$ cat config.mk
export PLATFORM = sky130hd
export DESIGN_NAME = fb_scanout_arbiter
export DESIGN_NICKNAME = d
export VERILOG_FILES = /design/src/rtl/fb_pkg.sv /design/src/rtl/rr_arb2.sv /design/src/rtl/fb_scanout_arbiter.sv
export SDC_FILE = /design/constraint.sdc
export NUM_CORES = 1
export LEC_CHECK = 0
export ABC_AREA = 0
export BUFFER_PORTS_ARGS = -buffer_cell sky130_fd_sc_hd__buf_4
export CAP_MARGIN = 20
export CORE_UTILIZATION = 35
export DETAILED_ROUTE_END_ITERATION = 8
export PLACE_DENSITY = 0.87
export SLEW_MARGIN = 5
export SYNTH_ARGS = -nofsm -noshare
export SYNTH_HDL_FRONTEND = slang
export SYNTH_HIERARCHICAL = 1
export SYNTH_SLANG_ARGS = --single-unit
$ cat constraint.sdc
create_clock -name i_clk -period 3 [get_ports i_clk]
set_clock_uncertainty 0.2 [all_clocks]
set_input_delay 0.6 -clock i_clk [delete_from_list [all_inputs] [get_ports i_clk]]
set_output_delay 0.6 -clock i_clk [all_outputs]
set_load 0.02 [all_outputs]
$ cat src/rtl/fb_pkg.sv
// Shared constants and types for the framebuffer scan-out arbiter.
//   FB_W, FB_H : framebuffer size in cells
//   CW         : colour width in bits
//   CELL_AW    : cell-address width
//   slot_e     : per-cycle memory slot (IDLE, DISP, WR0, WR1)
//   scan_addr  : multiplier-free y*160 + x cell address
package fb_pkg;

  localparam int unsigned FB_W    = 160;
  localparam int unsigned FB_H    = 120;
  localparam int unsigned CW      = 8;
  localparam int unsigned CELL_AW = 15;

  typedef enum logic [1:0] {
    IDLE = 2'd0,
    DISP = 2'd1,
    WR0  = 2'd2,
    WR1  = 2'd3
  } slot_e;

  // y*160 + x as (y<<7) + (y<<5) + x; tops out at 119*160+159 = 19199.
  function automatic logic [CELL_AW-1:0] scan_addr(input logic [6:0] cy, input logic [7:0] cx);
    logic [CELL_AW-1:0] y_ext;
    logic [CELL_AW-1:0] x_ext;
    y_ext = {8'd0, cy};
    x_ext = {7'd0, cx};
    return (y_ext << 7) + (y_ext << 5) + x_ext;
  endfunction

endpackage

$ cat src/rtl/rr_arb2.sv
// Two-client round-robin selector (combinational).
//   req_i  : request per client
//   last_i : index of the client granted most recently (it loses a tie)
//   gnt_o  : one-hot grant, zero when nothing is requested
module rr_arb2 (
  input  logic [1:0] req_i,
  input  logic       last_i,
  output logic [1:0] gnt_o
);

  always_comb begin
    gnt_o = 2'b00;
    case (req_i)
      2'b01:   gnt_o = 2'b01;
      2'b10:   gnt_o = 2'b10;
      2'b11:   gnt_o = last_i ? 2'b01 : 2'b10;
      default: gnt_o = 2'b00;
    endcase
  end

endmodule

$ cat src/rtl/fb_scanout_arbiter.sv
// Framebuffer RAM port arbiter: display scan-out has strict priority, remaining
// cycles are shared round-robin between two write clients.
// Optional double buffering: define FB_DOUBLE_BUFFER_EN.
//   i_clk, i_rst                 : clock, asynchronous active-high reset
//   i_pix_stb, i_active, i_x/i_y : timing generator; stb & active = display slot
//   i_animate                    : end-of-frame pulse, point where a swap lands
//   i_req, i_addrN, i_dataN, o_gnt : write clients, o_gnt pulses on accept
//   o_mem_*, i_mem_rdata         : RAM port, bit 15 of address selects bank,
//                                  read data arrives one cycle after the address
//   o_pix, o_pix_valid           : display colour, valid one cycle after a display slot
//   i_swap, o_swapped            : swap request, pulse when banks have swapped
module fb_scanout_arbiter #(
  parameter int unsigned FB_W = fb_pkg::FB_W,
  parameter int unsigned FB_H = fb_pkg::FB_H,
  parameter int unsigned CW   = fb_pkg::CW
) (
  input  logic          i_clk,
  input  logic          i_rst,
  input  logic          i_pix_stb,
  input  logic          i_active,
  input  logic [9:0]    i_x,
  input  logic [8:0]    i_y,
  input  logic          i_animate,
  input  logic [1:0]    i_req,
  input  logic [14:0]   i_addr0,
  input  logic [14:0]   i_addr1,
  input  logic [CW-1:0] i_data0,
  input  logic [CW-1:0] i_data1,
  output logic [1:0]    o_gnt,
  output logic [15:0]   o_mem_addr,
  output logic          o_mem_we,
  output logic [CW-1:0] o_mem_wdata,
  input  logic [CW-1:0] i_mem_rdata,
  output logic [CW-1:0] o_pix,
  output logic          o_pix_valid,
  input  logic          i_swap,
  output logic          o_swapped
);

  import fb_pkg::*;

  localparam logic [CELL_AW-1:0] NumCells = CELL_AW'(FB_W * FB_H);

  slot_e         slot_d, slot_q;
  logic          ptr_d, ptr_q;      // client holding priority on a tie
  logic [CW-1:0] pix_d, pix_q;
  logic          front_d, front_q;
  logic          swap_pend_d, swap_pend_q;
  logic          swapped_d, swapped_q;
  logic [1:0]    rr_gnt;
  logic          back;

  logic unused_in;
`ifdef FB_DOUBLE_BUFFER_EN
  assign unused_in = ^{i_x[1:0], i_y[1:0]};
`else
  assign unused_in = ^{i_x[1:0], i_y[1:0], i_swap, i_animate};
`endif

  rr_arb2 u_rr_arb2 (
    .req_i  (i_req),
    .last_i (~ptr_q),
    .gnt_o  (rr_gnt)
  );

  // Slot select and RAM port drive; all forced idle while reset is held.
  always_comb begin
`ifdef FB_DOUBLE_BUFFER_EN
    back = ~front_q;
`else
    back = 1'b0;
`endif
    slot_d      = IDLE;
    ptr_d       = ptr_q;
    o_gnt       = 2'b00;
    o_mem_we    = 1'b0;
    o_mem_addr  = 16'd0;
    o_mem_wdata = '0;
    if (i_pix_stb && i_active) begin
      slot_d     = DISP;
      o_mem_addr = {front_q, scan_addr(i_y[8:2], i_x[9:2])};
    end else if (rr_gnt[0]) begin
      slot_d      = WR0;
      ptr_d       = 1'b1;
      o_gnt       = 2'b01;
      o_mem_addr  = {back, i_addr0};
      o_mem_wdata = i_data0;
      o_mem_we    = (i_addr0 < NumCells);
    end else if (rr_gnt[1]) begin
      slot_d      = WR1;
      ptr_d       = 1'b0;
      o_gnt       = 2'b10;
      o_mem_addr  = {back, i_addr1};
      o_mem_wdata = i_data1;
      o_mem_we    = (i_addr1 < NumCells);
    end
    if (i_rst) begin
      slot_d      = IDLE;
      ptr_d       = 1'b0;
      o_gnt       = 2'b00;
      o_mem_we    = 1'b0;
      o_mem_addr  = 16'd0;
      o_mem_wdata = '0;
    end
  end

  // Read data for the previous display slot is on i_mem_rdata now.
  always_comb begin
    o_pix_valid = (slot_q == DISP);
    o_pix       = o_pix_valid ? i_mem_rdata : pix_q;
    pix_d       = o_pix;
    o_swapped   = swapped_q;
  end

  always_comb begin
    swap_pend_d = swap_pend_q;
    front_d     = front_q;
    swapped_d   = 1'b0;
`ifdef FB_DOUBLE_BUFFER_EN
    // A swap raised in the same cycle as i_animate lands on that i_animate.
    swap_pend_d = swap_pend_q | i_swap;
    if (i_animate && swap_pend_d) begin
      front_d     = ~front_q;
      swap_pend_d = 1'b0;
      swapped_d   = 1'b1;
    end
`endif
  end

  always_ff @(posedge i_clk or posedge i_rst) begin
    if (i_rst) begin
      slot_q      <= IDLE;
      ptr_q       <= 1'b0;
      pix_q       <= '0;
      front_q     <= 1'b0;
      swap_pend_q <= 1'b0;
      swapped_q   <= 1'b0;
    end else begin
      slot_q      <= slot_d;
      ptr_q       <= ptr_d;
      pix_q       <= pix_d;
      front_q     <= front_d;
      swap_pend_q <= swap_pend_d;
      swapped_q   <= swapped_d;
    end
  end

endmodule
==> impl_metrics.toml <==
[outcome]
outcome = "finished with violations"
failed_checks = "negative setup slack"

[global_routing]
antenna_found_initial = 0
grt_usage = 0.231
grt_pass1_wl_um = 7570
grt_pass1_vias = 1810
grt_start_max_net_pins = 22
overflow = 0

[setup_path]
r2r.worst_path.cells = 6
crit_arrival_ps = 2600
timing.critical_path.mode_cell = "nand3_4"
startpoint_type = "input port"
end_kind = "primary output"
path_max_fanout = 3
path_class = "in -> out"
cp_slowest_cell = "fa_2"
required_ps = 2200
path_cells = "buf_8 > inv_8 > fa_2 > inv_2 > ha_4 > nand3_4 > nand2_4 > nand3_4 > a2111oi_4 > a311o_1 > buf_6"
max_stage_delay_ps = 590

[power_and_ir_drop]
ir_drop_mv = 0.176
pwr-share-seq = 0.207
p_int_mw = 0.558
swShare = 0.376
p_clk_frac = 0.165
p_leak_nw = 1.28
switchingPower_mw = 0.336
total_power_mw = 0.894
p_per_area_mw_per_mm2 = 341
combPwrFrac = 0.628

[sta]
fin_crit_sh = 1.13
finalSetupViolCount = 6
hold_violations = 0
slew_viol_final = 0
fin_ws_ps = -399
finalSetupTns_ps = -1850
final.min_clock_period_ps = 3400
whs_ps = 293
fmax_mhz = 294
rsz0062_at_grt = "true"

[logic_synthesis]
netlist_area_mm2 = 0.00137
synth_edf_count = 0
synth_cell_types = 43
ys_ff_latch = 11
synth_top_area_frac = 0.201
ys_warn_count = 6
async_reset_ff_frac = 1.00
synth_ff_type = "dfrtp_1"
syn_area_per_cell_um2 = 8.41
synth_area_leader_cell = "dfrtp_1"
seq_area_frac_synth = 0.201
synth_area_leaders = "dfrtp_1, ha_1, mux2_2"
synth_cells = 163

[floorplanning]
die_y_um = 64.6
ios = 118
die_x_um = 64.6
core-area_mm2 = 0.00372
die_area_mm2 = 0.00417
start_util = 0.369
rows = 22

[cts]
clkSinkCount = 11
holdBufCountCts = 0
numCtsBuffers = 3
clk_pin_slew_ps = 50
insertion_delay_ps = 240
clockRootBuffer = "clkbuf_8"
clockBufferDepth = 2
htree_levels = 1
cts_tree = "built"

[route]
antenna_left = 0
routedWlPerCell_um = 15.2
drt_iter0_markers = 54
wl_um = 5090
wl_met3_um = 507
wl_met1_um = 1800
dr.pass1.iters = 4
top_layer = "met4"
via_per_inst = 5.38
dr_total_vias = 1809
wl_met2_um = 2670
remaining_drc_errors = 0

[finish]
fin_area_mm2 = 0.00262
layout-drive-gt1-share = 0.611
antenna_cells = 0
final_cells = 336
nets = 385
multiInputGateArea_mm2 = 0.00114
syn_to_final_growth_pct = 91.5
seqCellArea_um2 = 275
post-route-util = 0.706
n_fill_cell = 294

[place]
place_inst = 330
placed_cell_area_mm2 = 0.00240
place_congestion = 0.896
dp_hpwl_um = 3870
portBuffers = 109
pre_cts_ws_ps = -392

[worst_hold_path]
hold-path-cell-count = 1
hp-class = "reg -> reg"

[job]
cap_violations = 0
==> power by group through the flow <==
stage	Combinational [mW]	Sequential, mW	Clock (mW)
6_report	0.561	0.185	0.148
5_1_grt	0.599	0.187	0.158
4_1_cts	0.511	0.185	0.150
3_5_place_dp	0.496	0.187	0
3_3_place_gp	0.484	0.186	0
2_1_floorplan	0.270	0.185	0
==> repair_timing <==
| action | in CTS | in global routing |
|---|---|---|
| resized for setup | 8 | 23 |
| endpoints found under the setup margin | 7 | 8 |
| endpoints found under the hold margin | 0 | 0 |
| buffers inserted | 1 | 1 |
| pin swaps | 9 | 14 |
==> critical path, delay by kind of cell <==
family | cells | cell delay (ps)
AO/OA/AOI/OAI | 2 | 580
AND/OR/NAND/NOR | 3 | 250
buffers and inverters | 4 | 300
adder cells (fa/ha/maj) | 2 | 850
==> state kept, by name, summed over array words and instances (netlist names) <==
register	count
slot_q	2
ptr_q	1
pix_q	8
==> path summary, 6_finish.rpt <==
kind	startpoint	to	slack [ps]
setup / recovery	i_y[4]	o_mem_addr[11]	-400
setup reg to reg	ptr_q$_DFFE_PP0P_	slot_q[0]$_DFF_PP0_	1490
min in group asynchronous	i_rst	pix_q[2]$_DFF_PP0_	370
hold / removal	pix_q[2]$_DFF_PP0_	pix_q[2]$_DFF_PP0_	290
max in group asynchronous	i_rst	pix_q[4]$_DFF_PP0_	2080
hold reg to reg	pix_q[2]$_DFF_PP0_	pix_q[2]$_DFF_PP0_	290
==> area by class of cell <==
| type | count | share of cell area |
|---|---|---|
| clock buffers | 4 | 0.0172 |
| multi-input cells | 126 | 0.436 |
| inverters | 12 | 0.0210 |
| well taps | 48 | 0.0229 |
| repair buffers | 135 | 0.398 |
| flip-flops and latches | 11 | 0.105 |
==> synthesized netlist by cell type, types with 2 or more instances <==
master,n
nor2_1,15
ha_1,13
a21oi_1,12
inv_1,12
dfrtp_1,11
a221oi_1,10
a22o_1,10
nor3_1,9
buf_2,8
mux2_2,8
nand2_1,4
nor2b_1,4
a211oi_1,3
a22oi_1,3
and3_1,3
buf_4,3
o21ai_0,3
buf_1,2
clkbuf_1,2
fa_1,2
nand3_1,2
o31ai_1,2
xnor2_1,2
==> kinds of logic after synthesis <==
kind of cell | after synthesis | synth area share
simple gates | 44 | 0.169
compound gates | 53 | 0.298
fa+ha+maj | 15 | 0.148
mux | 9 | 0.0731
other cells | 1 | 0.00274
xor+xnor | 3 | 0.0192
buf+inv | 27 | 0.0895
flops | 11 | 0.201
==> metal layers <==
metal / global-route usage / up-vias
met1: 0.226 / 835
li1: - / 856
met4: 0.0861 / 0
met3: 0.0599 / 12
met5: 0 / -
met2: 0.457 / 106
==> cells in the final DEF (no fill, tap or decap), drive strengths merged, types with 2 or more instances in the layout <==
cell type,netlist,routed
a22o,10,10
nor2,15,15
nor3,9,9
o31ai,2,2
xnor2,2,2
a21boi,2,2
nand2,5,5
ha,13,13
a22oi,3,3
conb,1,2
a221oi,11,11
nand3,3,3
and3,3,3
a211oi,3,3
dfrtp,11,11
fa,2,2
clkbuf,2,4
nor2b,4,4
a21oi,12,12
o21ai,4,4
buf,13,135
mux2,8,8
inv,12,12
Power figures use the tool's default switching activity.
